$ cat src/rtl/operand_sequencer_pkg.sv
`default_nettype none
// ============================================================================
//  Module   : operand_sequencer_pkg
//  Purpose  : Shared definitions for the operand sequencer: register indices,
//             source addressing-mode encodings, constant-generator values,
//             FSM state encoding and the latched instruction-field record.
//  Ports    : none (package)
//  Revision : 1.0 - initial release
// ============================================================================
package operand_sequencer_pkg;

    // Register file indices with architectural meaning
    localparam logic [3:0] REG_PC  = 4'd0;
    localparam logic [3:0] REG_SP  = 4'd1;
    localparam logic [3:0] REG_SR  = 4'd2;
    localparam logic [3:0] REG_CG2 = 4'd3;

    // Source addressing modes (As field)
    localparam logic [1:0] AS_REG = 2'b00;  // Rn
    localparam logic [1:0] AS_IDX = 2'b01;  // X(Rn)
    localparam logic [1:0] AS_IND = 2'b10;  // @Rn
    localparam logic [1:0] AS_INC = 2'b11;  // @Rn+ / #imm

    // Constant-generator values
    localparam logic [15:0] CG_ZERO  = 16'h0000;
    localparam logic [15:0] CG_ONE   = 16'h0001;
    localparam logic [15:0] CG_TWO   = 16'h0002;
    localparam logic [15:0] CG_ALL1  = 16'hFFFF;
    localparam logic [15:0] CG_FOUR  = 16'h0004;
    localparam logic [15:0] CG_EIGHT = 16'h0008;

    // FSM state encoding
    localparam int         ST_W      = 4;
    localparam logic [3:0] ST_IDLE   = 4'd0;
    localparam logic [3:0] ST_S_EXT  = 4'd1;
    localparam logic [3:0] ST_S_EXTW = 4'd2;
    localparam logic [3:0] ST_S_RD   = 4'd3;
    localparam logic [3:0] ST_S_RDW  = 4'd4;
    localparam logic [3:0] ST_D_EXT  = 4'd5;
    localparam logic [3:0] ST_D_EXTW = 4'd6;
    localparam logic [3:0] ST_D_RD   = 4'd7;
    localparam logic [3:0] ST_D_RDW  = 4'd8;
    localparam logic [3:0] ST_DONE   = 4'd9;

    // Instruction fields captured at start and held for the whole sequence
    typedef struct packed {
        logic [1:0] as_mode;
        logic       ad;
        logic       bw;
        logic [3:0] src_a;
        logic [3:0] dst_a;
        logic       read_dst;
    } instr_t;

endpackage : operand_sequencer_pkg
`default_nettype wire

$ cat src/rtl/operand_sequencer_cg.sv
`default_nettype none
// ============================================================================
//  Module   : operand_cg
//  Purpose  : Combinational constant-generator decode. R3 yields 0/1/2/-1 for
//             every As; R2 yields 4/8 for the two indirect encodings only
//             (R2 register and indexed modes are ordinary/absolute accesses).
//  Ports    : src_a   [3:0] in  - source register number
//             as_mode [1:0] in  - source addressing mode
//             hit           out - source is a generated constant
//             value  [15:0] out - generated constant (0 when no hit)
//  Revision : 1.0 - initial release
// ============================================================================
module operand_cg
    import operand_sequencer_pkg::*;
(
    input  logic [3:0]  src_a,
    input  logic [1:0]  as_mode,
    output logic        hit,
    output logic [15:0] value
);

    always_comb begin
        hit   = 1'b0;
        value = CG_ZERO;
        if (src_a == REG_CG2) begin
            hit = 1'b1;
            case (as_mode)
                AS_REG:  value = CG_ZERO;
                AS_IDX:  value = CG_ONE;
                AS_IND:  value = CG_TWO;
                default: value = CG_ALL1;
            endcase
        end else if (src_a == REG_SR) begin
            if (as_mode == AS_IND) begin
                hit   = 1'b1;
                value = CG_FOUR;
            end else if (as_mode == AS_INC) begin
                hit   = 1'b1;
                value = CG_EIGHT;
            end
        end
    end

endmodule : operand_cg
`default_nettype wire

$ cat src/rtl/operand_sequencer.sv
`default_nettype none
// ============================================================================
//  Module   : operand_sequencer
//  Purpose  : Resolves MSP430 Format I/II source and destination operands.
//             Fetches extension words and memory operands (two cycles per
//             access), issues PC-increment and source-autoincrement pulses to
//             the register file, and presents srcOp/dstOp/dstEA to execute.
//  Ports    : clk, reset              - clock, synchronous active-high reset
//             start, As, Ad, BW, srcA, dstA, needSrc, readDst
//                                     - instruction fields, latched on start
//             srcData, dstData, PC    - register file read values
//             memRData                - memory data, valid cycle after memRE
//             memRE, memAddr          - memory read strobe / aligned address
//             incPC, incSrc           - register file update pulses
//             srcOp, dstOp, dstEA, dstMem - resolved operands
//             busy, done              - sequencing status
//  Revision : 1.0 - initial release
// ============================================================================
module operand_sequencer
    import operand_sequencer_pkg::*;
#(
    parameter int ADDR_W = 16,
    parameter int DATA_W = 16
) (
    input  logic              clk,
    input  logic              reset,
    input  logic              start,
    input  logic [1:0]        As,
    input  logic              Ad,
    input  logic              BW,
    input  logic [3:0]        srcA,
    input  logic [3:0]        dstA,
    input  logic              needSrc,
    input  logic              readDst,
    input  logic [DATA_W-1:0] srcData,
    input  logic [DATA_W-1:0] dstData,
    input  logic [ADDR_W-1:0] PC,
    input  logic [DATA_W-1:0] memRData,
    output logic              memRE,
    output logic [ADDR_W-1:0] memAddr,
    output logic              incPC,
    output logic              incSrc,
    output logic [DATA_W-1:0] srcOp,
    output logic [DATA_W-1:0] dstOp,
    output logic [ADDR_W-1:0] dstEA,
    output logic              dstMem,
    output logic              busy,
    output logic              done
);

    // ------------------------------------------------------------------
    // Operand formatting helpers
    // ------------------------------------------------------------------
    // Register operands of byte instructions use only the low byte.
    function automatic logic [DATA_W-1:0] reg_operand(input logic [DATA_W-1:0] word,
                                                      input logic              bw);
        return bw ? {{(DATA_W-8){1'b0}}, word[7:0]} : word;
    endfunction

    // Memory words are always fetched aligned; for byte access the odd
    // address selects the high byte.
    function automatic logic [DATA_W-1:0] mem_operand(input logic [DATA_W-1:0] word,
                                                      input logic              odd,
                                                      input logic              bw);
        if (!bw)
            return word;
        return odd ? {{(DATA_W-8){1'b0}}, word[15:8]}
                   : {{(DATA_W-8){1'b0}}, word[7:0]};
    endfunction

    // ------------------------------------------------------------------
    // State and datapath registers
    // ------------------------------------------------------------------
    logic [ST_W-1:0]   r_state;
    instr_t            r_fld;
    logic [ADDR_W-1:0] r_src_ea;
    logic [DATA_W-1:0] r_src_op;
    logic [DATA_W-1:0] r_dst_op;
    logic [ADDR_W-1:0] r_dst_ea;
    logic              r_dst_mem;
    logic              r_done;

    instr_t            w_in_fld;
    instr_t            w_fld;
    logic              w_cg_hit;
    logic [15:0]       w_cg_val;
    logic              w_src_no_mem;
    logic              w_enter_dst;
    logic              w_src_imm;
    logic [ADDR_W-1:0] w_rd_addr;

    always_comb begin
        w_in_fld          = '0;
        w_in_fld.as_mode  = As;
        w_in_fld.ad       = Ad;
        w_in_fld.bw       = BW;
        w_in_fld.src_a    = srcA;
        w_in_fld.dst_a    = dstA;
        w_in_fld.read_dst = readDst;
    end

    // In IDLE the decision is made from the live inputs; afterwards from the
    // fields captured at start.
    assign w_fld = (r_state == ST_IDLE) ? w_in_fld : r_fld;

    operand_cg u_cg (
        .src_a   (w_fld.src_a),
        .as_mode (w_fld.as_mode),
        .hit     (w_cg_hit),
        .value   (w_cg_val)
    );

    // Source resolved without any memory traffic (constant or register)
    assign w_src_no_mem = w_cg_hit || (w_fld.as_mode == AS_REG);

    // @PC+ is the immediate form: the word at PC is the operand itself
    assign w_src_imm = (r_fld.as_mode == AS_INC) && (r_fld.src_a == REG_PC);

    // Cycles in which the sequence moves on to the destination phase
    assign w_enter_dst = ((r_state == ST_IDLE) && start && (!needSrc || w_src_no_mem))
                       || (r_state == ST_S_RDW);

    always_ff @(posedge clk) begin
        if (reset) begin
            r_state   <= ST_IDLE;
            r_fld     <= '0;
            r_src_ea  <= '0;
            r_src_op  <= '0;
            r_dst_op  <= '0;
            r_dst_ea  <= '0;
            r_dst_mem <= 1'b0;
            r_done    <= 1'b0;
        end else begin
            r_done <= 1'b0;
            case (r_state)
                ST_IDLE: begin
                    if (start) begin
                        r_fld <= w_in_fld;
                        if (!needSrc) begin
                            r_src_op <= '0;
                        end else if (w_cg_hit) begin
                            r_src_op <= reg_operand(DATA_W'(w_cg_val), BW);
                        end else begin
                            case (As)
                                AS_REG: r_src_op <= reg_operand(srcData, BW);
                                AS_IDX: r_state  <= ST_S_EXT;
                                AS_IND: begin
                                    r_src_ea <= ADDR_W'(srcData);
                                    r_state  <= ST_S_RD;
                                end
                                default: begin
                                    r_src_ea <= (srcA == REG_PC) ? PC : ADDR_W'(srcData);
                                    r_state  <= ST_S_RD;
                                end
                            endcase
                        end
                    end
                end
                ST_S_EXT:  r_state <= ST_S_EXTW;
                ST_S_EXTW: begin
                    // &ADDR: R2 as base contributes nothing to the address
                    r_src_ea <= ADDR_W'(memRData)
                              + ((r_fld.src_a == REG_SR) ? '0 : ADDR_W'(srcData));
                    r_state  <= ST_S_RD;
                end
                ST_S_RD:   r_state <= ST_S_RDW;
                ST_S_RDW:  r_src_op <= mem_operand(memRData, r_src_ea[0], r_fld.bw);
                ST_D_EXT:  r_state <= ST_D_EXTW;
                ST_D_EXTW: begin
                    r_dst_ea <= ADDR_W'(memRData)
                              + ((r_fld.dst_a == REG_SR) ? '0 : ADDR_W'(dstData));
                    if (r_fld.read_dst) begin
                        r_state <= ST_D_RD;
                    end else begin
                        r_dst_op <= '0;
                        r_state  <= ST_DONE;
                    end
                end
                ST_D_RD:   r_state <= ST_D_RDW;
                ST_D_RDW: begin
                    r_dst_op <= mem_operand(memRData, r_dst_ea[0], r_fld.bw);
                    r_state  <= ST_DONE;
                end
                ST_DONE: begin
                    r_done  <= 1'b1;
                    r_state <= ST_IDLE;
                end
                default:   r_state <= ST_IDLE;
            endcase

            // Destination phase entry overrides the next state chosen above
            if (w_enter_dst) begin
                if (w_fld.ad) begin
                    r_dst_mem <= 1'b1;
                    r_state   <= ST_D_EXT;
                end else begin
                    r_dst_op  <= reg_operand(dstData, w_fld.bw);
                    r_dst_ea  <= '0;
                    r_dst_mem <= 1'b0;
                    r_state   <= ST_DONE;
                end
            end
        end
    end

    // ------------------------------------------------------------------
    // Outputs. Strobes are gated by reset so an aborted sequence never
    // updates the register file in the reset cycle.
    // ------------------------------------------------------------------
    always_comb begin
        w_rd_addr = '0;
        case (r_state)
            ST_S_EXT, ST_D_EXT: w_rd_addr = PC;
            ST_S_RD:            w_rd_addr = r_src_ea;
            ST_D_RD:            w_rd_addr = r_dst_ea;
            default:            w_rd_addr = '0;
        endcase
    end

    assign memRE   = !reset && ((r_state == ST_S_EXT) || (r_state == ST_S_RD)
                              || (r_state == ST_D_EXT) || (r_state == ST_D_RD));
    assign memAddr = memRE ? {w_rd_addr[ADDR_W-1:1], 1'b0} : '0;

    assign incPC   = !reset && ((r_state == ST_S_EXTW) || (r_state == ST_D_EXTW)
                              || ((r_state == ST_S_RDW) && w_src_imm));
    assign incSrc  = !reset && (r_state == ST_S_RDW)
                   && (r_fld.as_mode == AS_INC) && !w_src_imm;

    assign srcOp   = r_src_op;
    assign dstOp   = r_dst_op;
    assign dstEA   = r_dst_ea;
    assign dstMem  = r_dst_mem;
    assign busy    = !reset && (r_state != ST_IDLE);
    assign done    = r_done;

endmodule : operand_sequencer
`default_nettype wire

$ cat config.mk
export PLATFORM = sky130hd
export DESIGN_NAME = operand_sequencer
export DESIGN_NICKNAME = d
export VERILOG_FILES = /design/src/rtl/operand_sequencer_pkg.sv /design/src/rtl/operand_sequencer_cg.sv /design/src/rtl/operand_sequencer.sv
export SDC_FILE = /design/constraint.sdc
export NUM_CORES = 1
export LEC_CHECK = 0
export CORE_UTILIZATION = 40
export CTS_BUF_LIST = sky130_fd_sc_hd__clkbuf_2 sky130_fd_sc_hd__clkbuf_4 sky130_fd_sc_hd__clkbuf_8
export CTS_CLUSTER_SIZE = 40
export DETAILED_ROUTE_END_ITERATION = 6
export GPL_ROUTABILITY_DRIVEN = 0
export PLACE_DENSITY = 0.75
export SETUP_SLACK_MARGIN = 0.15
export SYNTH_ARGS = -nofsm -noshare
export SYNTH_HDL_FRONTEND = slang
export SYNTH_SLANG_ARGS = --single-unit
$ cat constraint.sdc
create_clock -name clk -period 3.3 [get_ports clk]
set_input_delay 0.66 -clock clk [delete_from_list [all_inputs] [get_ports clk]]
set_output_delay 0.66 -clock clk [all_outputs]
set_load 0.05 [all_outputs]
==> impl_metrics.ini, run 1 <==
[finish]
instances_no_fill = 1117
nFillCells = 1383
drive_gt1_frac = 0.08574
area_growth_pct = 35.46
n_antenna_cell = 0
finalNetCount = 1042

[cts]
cts-buffers-inserted = 9
clk_pin_slew_ps = 80
clk_path_buf_depth = 2
cts_tree = done
cts_setup_buffers = 0
ctsHtreeMaxLevel = 3
cts_root_buffer = clkbuf_8
cts_sinks = 83
holdBufCountCts = 0
cts_resized = 0
clock_latency_ps = 360

[setup_path]
cpPeakStageDelay_ps = 750
worstSetupStartpointType = flip-flop
cpMaxStageDelayCell = and3_1
path_class = reg2out
crit_family = simple AND/OR/NAND/NOR gates
path_cells = and3_1, a222oi_1, nor2_1, buf_12
cp-end-kind = primary output
path_buf_inv = 1
arrival_ps = 2370
worstPathRequired_ps = 2640
cp_max_fo = 16
regToRegStartpoint = r_fld[6]
critPathLaunch = r_state[1]

[pwr]
ir_drop_v = 0.0003631
p_leak_nw = 3.129
powerDensity_mw_per_mm2 = 678.1
power_mw = 5.483

[global_routing]
gr-total-overflow = 0
grt_use_total = 0.2709
grt_pass1_wl_um = 31730
grt_max_degree = 39
grt_pass1_vias = 5984
antenna_found_initial = 0

[place]
dp_cells = 1102
dp_slack_ps = 63.78
place_hpwl_um = 15790
port_buffers = 149

[logic_synthesis]
ys_top_cells_by_area = dfxtp_1 28%, nand2_1 7.0%, a21oi_1 6.6%
synth_seq_area_share = 0.2783
synth-seq-cells = 83
syn_area_per_cell_um2 = 7.566
synth_top_area_frac = 0.2783
netlist_area_mm2 = 0.005969
synthCells = 789
syn-num-nets = 902
yosysWarnings = 0
synth_enable_flop_cells = 0
synth_top_area_cell = dfxtp_1
ys_types = 68
synthFlopType = dfxtp_1
async_flop_share = 0

[floorplan]
start_util = 0.4107
die_area_mm2 = 0.01542
num_io_pins = 151
fp.dieH_um = 124.2
core_mm2 = 0.01453
rows = 44
die_w_um = 124.2

[sta]
fin_crit_ps = 3034
finalSetupViolations = 0
drv_slew = 0
fin_crit_sh = 0.9194
timing.fmax_mhz = 329.6
hold_viol = 0
setup_tns_ps = 0
skew_ps = 8.423
rsz0062_at_grt = false
setup_slack_ps = 266.1
tightestPinTransition_ps = 1183
timing.slew.headroom = 0.2099

[drt]
drc = 0
vias_per_cell = 5.833
drt_iter0_markers = 623
vias = 6516
first_pass_iters = 5
wire_per_inst_um = 18.39
ant_nets = 0
routed_wirelength_um = 20550

[run_status]
outcome = finished clean

[flow_run]
maxCapViolations = 0

[worst_hold_path]
hp-start = r_fld[2]
min_path_type = reg2reg
area by class of cell:
cell class / instances / area (µm²) / area share
timing repair buffer: 181 / 1922 / 0.2377
multi-input combinational: 641 / 4036 / 0.4991
clock inverter: 1 / 7.507 / 0.0009284
sequential: 83 / 1662 / 0.2055
clock buffer: 14 / 180.2 / 0.02228
tap: 184 / 230.2 / 0.02847
inverter: 13 / 48.80 / 0.006034
flip-flops by register name (all words and copies together) (netlist names):
name,flops
dstOp,16
dstMem,1
done,1
dstEA,16
r_state,4
r_fld,13
r_src_ea,16
srcOp,16
cell families (layout without fill, tap and decap cells):
kind of cell,after synthesis,after routing,synth area share
buf+inv,65,209,0.04653
flops,83,83,0.2783
other cells,1,1,0.0006282
simple gates,307,307,0.2559
compound gates,253,253,0.2729
mux,27,27,0.04527
xor+xnor,21,21,0.03081
fa+ha+maj,32,32,0.06959
cell usage in the layout (no fill, tap or decap), types with 4 or more instances in the layout:
cell	instances
nor2_1	61
buf_12	19
o21a_1	5
and3_1	6
inv_1	12
nor2b_1	32
o21bai_1	4
clkbuf_8	12
a311oi_1	4
clkdlybuf4s50_1	130
ha_1	30
o2bb2ai_1	8
mux2i_1	27
nand2b_1	7
o22ai_1	18
a211oi_1	13
a21oi_1	79
a31oi_1	8
o21ai_0	54
nand3_1	28
a222oi_1	15
nand2_1	111
a22oi_1	15
nand3b_1	6
nor4_1	4
nand4_1	4
xnor2_1	16
nor3_1	11
nor3b_1	12
dfxtp_1	83
xor2_1	5
buf_4	32
a21o_1	6
per-stage QoR:
stage,instance area (µm²),hold slack (ps),utilization
after floorplan,5976,431.4,-
after global placement,7899,441.8,0.5435
after detailed placement,7899,452.2,0.5435
after CTS,8087,463.4,0.5564
after global routing,8087,499.6,0.5564
final,8087,458.4,0.5564
power by group:
part           switching (mW)  total, mW  internal [mW]
sequential              0.273       1.57           1.30
clock                   0.371      0.720          0.349
combinational            1.97       3.19           1.22
worst register-to-register path, cell delays in order, from the launching register on:
cell	delay (ps)
dfxtp_1	360
nor3b_2	180
nor2b_1	250
buf_4	250
nor2b_1	80
ha_1	350
a21o_1	260
a2111oi_0	450
nand3_1	150
and3_1	190
o31ai_1	230
synth_stat cells (4+ instances only):
| library cell | count |
|---|---|
| a211oi_1 | 13 |
| a21o_1 | 6 |
| a21oi_1 | 79 |
| a222oi_1 | 15 |
| a22oi_1 | 15 |
| a311oi_1 | 4 |
| a31oi_1 | 8 |
| and3_1 | 6 |
| buf_4 | 8 |
| clkbuf_1 | 40 |
| dfxtp_1 | 83 |
| ha_1 | 30 |
| inv_1 | 12 |
| mux2i_1 | 27 |
| nand2_1 | 111 |
| nand2b_1 | 7 |
| nand3_1 | 28 |
| nand3b_1 | 6 |
| nand4_1 | 4 |
| nor2_1 | 61 |
| nor2b_1 | 32 |
| nor3_1 | 11 |
| nor3b_1 | 12 |
| nor4_1 | 5 |
| o21a_1 | 5 |
| o21ai_0 | 54 |
| o21bai_1 | 4 |
| o22ai_1 | 18 |
| o2bb2ai_1 | 8 |
| xnor2_1 | 16 |
| xor2_1 | 5 |
worst paths after layout:
check	end	slack, ps	cells after the start
min	r_fld[2]	460	2
min reg2reg	r_fld[2]	460	2
max	memAddr[1]	270	4
max reg2reg	r_src_ea[15]	470	10
metal layers:
metal,routed length [µm],global-route usage,vias up
met5,0,0,-
met4,543,0.09896,0
met3,1622,0.02289,36
met2,9016,0.4237,274
met1,9363,0.3857,3029
li1,-,-,3177
Note: power is estimated with default switching activity, not from simulation.
==> run 2, diff against run 1 <==
SETUP_SLACK_MARGIN = 0.3   (was 0.15)
==> impl_metrics.ini, run 2 (synthesis gave the netlist of run 1 again) <==
[run_status]
outcome = finished clean

[pwr]
p_sw_frac = 0.4779
powerDensity_mw_per_mm2 = 678.4
ir_drop_v = 0.0003634
seq_power_share = 0.285
p_switching_mw = 2.628
internal_power_mw = 2.871
power.share.clock = 0.131
power_frac_comb = 0.584
p_leak_nw = 3.131

[floorplan]
die_w_um = 124.2
die_area_mm2 = 0.01542
num_io_pins = 151
start_util = 0.4107
fp.dieH_um = 124.2
core_mm2 = 0.01453
rows = 44

[finish]
mostFrequentLayoutCell = clkdlybuf4s50_1
instances_no_fill = 1117
final_cell_mix = 130 x clkdlybuf4s50_1, 111 x nand2_1, 83 x dfxtp_1
drive_gt1_frac = 0.09110
finalNetCount = 1042
area_growth_pct = 35.80
n_antenna_cell = 0

[setup_path]
worstReg2RegEnd = r_src_ea[15]
ff2ff_setup_slack_ps = 470
cp_max_fo = 3
crit_path_end = r_src_ea[14]
cp-end-kind = flip-flop
arrival_ps = 3050
rr_worst_depth = 10
regToRegStartpoint = r_fld[6]
path_class = in2reg
worstSetupStartpointType = input port
worstPathRequired_ps = 3510
critPathLaunch = srcData[0]

[sta]
timing.fmax_mhz = 351.7
skew_ps = 10.07
drv_slew = 0
finalSetupViolations = 0
setup_tns_ps = 0
timing.slew.headroom = 0.2019
tightestPinTransition_ps = 1195
setup_slack_ps = 456.8
hold_viol = 0
fin_crit_sh = 0.8616
fin_crit_ps = 2843
rsz0062_at_grt = false

[cts]
ctsHtreeMaxLevel = 3
cts_sinks = 83
cts-buffers-inserted = 9
cts_tree = done
cts_root_buffer = clkbuf_8
cts_setup_buffers = 0
clk_pin_slew_ps = 80
clock_latency_ps = 360
clk_path_buf_depth = 2

[global_routing]
grt_use_total = 0.2709
gr-total-overflow = 0
grt_pass1_vias = 5984
grt_max_degree = 39
grt_pass1_wl_um = 31730
antenna_found_initial = 0

[place]
dp_slack_ps = 63.78
port_buffers = 149
dp_cells = 1102
place_hpwl_um = 15790

[drt]
routed_wirelength_um = 20560
drt_iter0_markers = 574
wire_per_inst_um = 18.40
vias = 6545
vias_per_cell = 5.859
drc = 0
first_pass_iters = 5
ant_nets = 0

[flow_run]
maxCapViolations = 0

[worst_hold_path]
min_path_type = reg2reg
## run 2: cell types whose count changed in the layout (fill, tap and decap cells not counted)
cell	change
o2111ai_2	+1
and3_2	+1
a21oi_1	-2
or3_1	-1
or3_4	+1
o21ai_0	-1
and3_1	-1
o2111ai_1	-1
o21ai_1	+1
a21oi_2	+2
## run 2: layout make-up
class	instances	area [µm²]
Clock buffer	14	180.2
Clock inverter	1	7.507
Fill cell	1386	6427
Inverter	13	48.80
Multi-Input combinational cell	641	4056
Sequential cell	83	1662
Tap cell	184	230.2
Timing Repair Buffer	181	1922
## run 2: layer usage
metal | global-route usage | up-vias | routed length, µm
met5 | 0 | - | 0
met4 | 0.09896 | 0 | 442
li1 | - | 3179 | -
met1 | 0.3857 | 3045 | 9251
met2 | 0.4237 | 290 | 9100
met3 | 0.02289 | 31 | 1763
## run 2: critical path, stage by stage
cell             delay, ps
clkdlybuf4s50_1        520
nor2b_1                150
ha_1                   190
inv_1                   70
fa_1                   420
nand2b_1               190
a21oi_2                190
o2111ai_2              190
a31oi_1                230
xnor2_1                140
o22ai_1                 90
## run 2: metrics by stage
stage | cell area (µm²) | hold slack (ps) | total power, mW | util
final | 8107 | 458.9 | 5.500 | 0.5578
after global routing | 8107 | 499.6 | 5.839 | 0.5578
after CTS | 8087 | 463.4 | 5.474 | 0.5564
after detailed placement | 7899 | 452.2 | 4.747 | 0.5435
after global placement | 7899 | 441.8 | 4.714 | 0.5435
after floorplan | 5976 | 431.4 | 3.710 | -
## run 2: power by group through the flow
stage | logic, mW | registers (mW) | clock network [mW]
final | 3.21 | 1.57 | 0.721
after global routing | 3.46 | 1.60 | 0.773
after CTS | 3.18 | 1.56 | 0.733
after detailed placement | 3.17 | 1.58 | 0
after global placement | 3.14 | 1.58 | 0
after floorplan | 1.67 | 2.04 | 0
## run 2: timing repair
item / 4_1_cts / 5_1_grt
hold buffers: 0 / 0
endpoints found under the setup margin: 0 / 18
gates resized for setup: 0 / 6
## run 2: worst min-delay path by stage
stage | from | endpoint | slack, ps | depth (start not counted)
3_3_place_gp | r_fld[2] | r_fld[2] | 440 | 2
4_1_cts | r_fld[2] | r_fld[2] | 460 | 2
2_1_floorplan | r_fld[2] | r_fld[2] | 430 | 2
3_5_place_dp | r_fld[2] | r_fld[2] | 450 | 2
6_report | r_fld[2] | r_fld[2] | 460 | 2
5_1_grt | r_fld[2] | r_fld[2] | 500 | 2
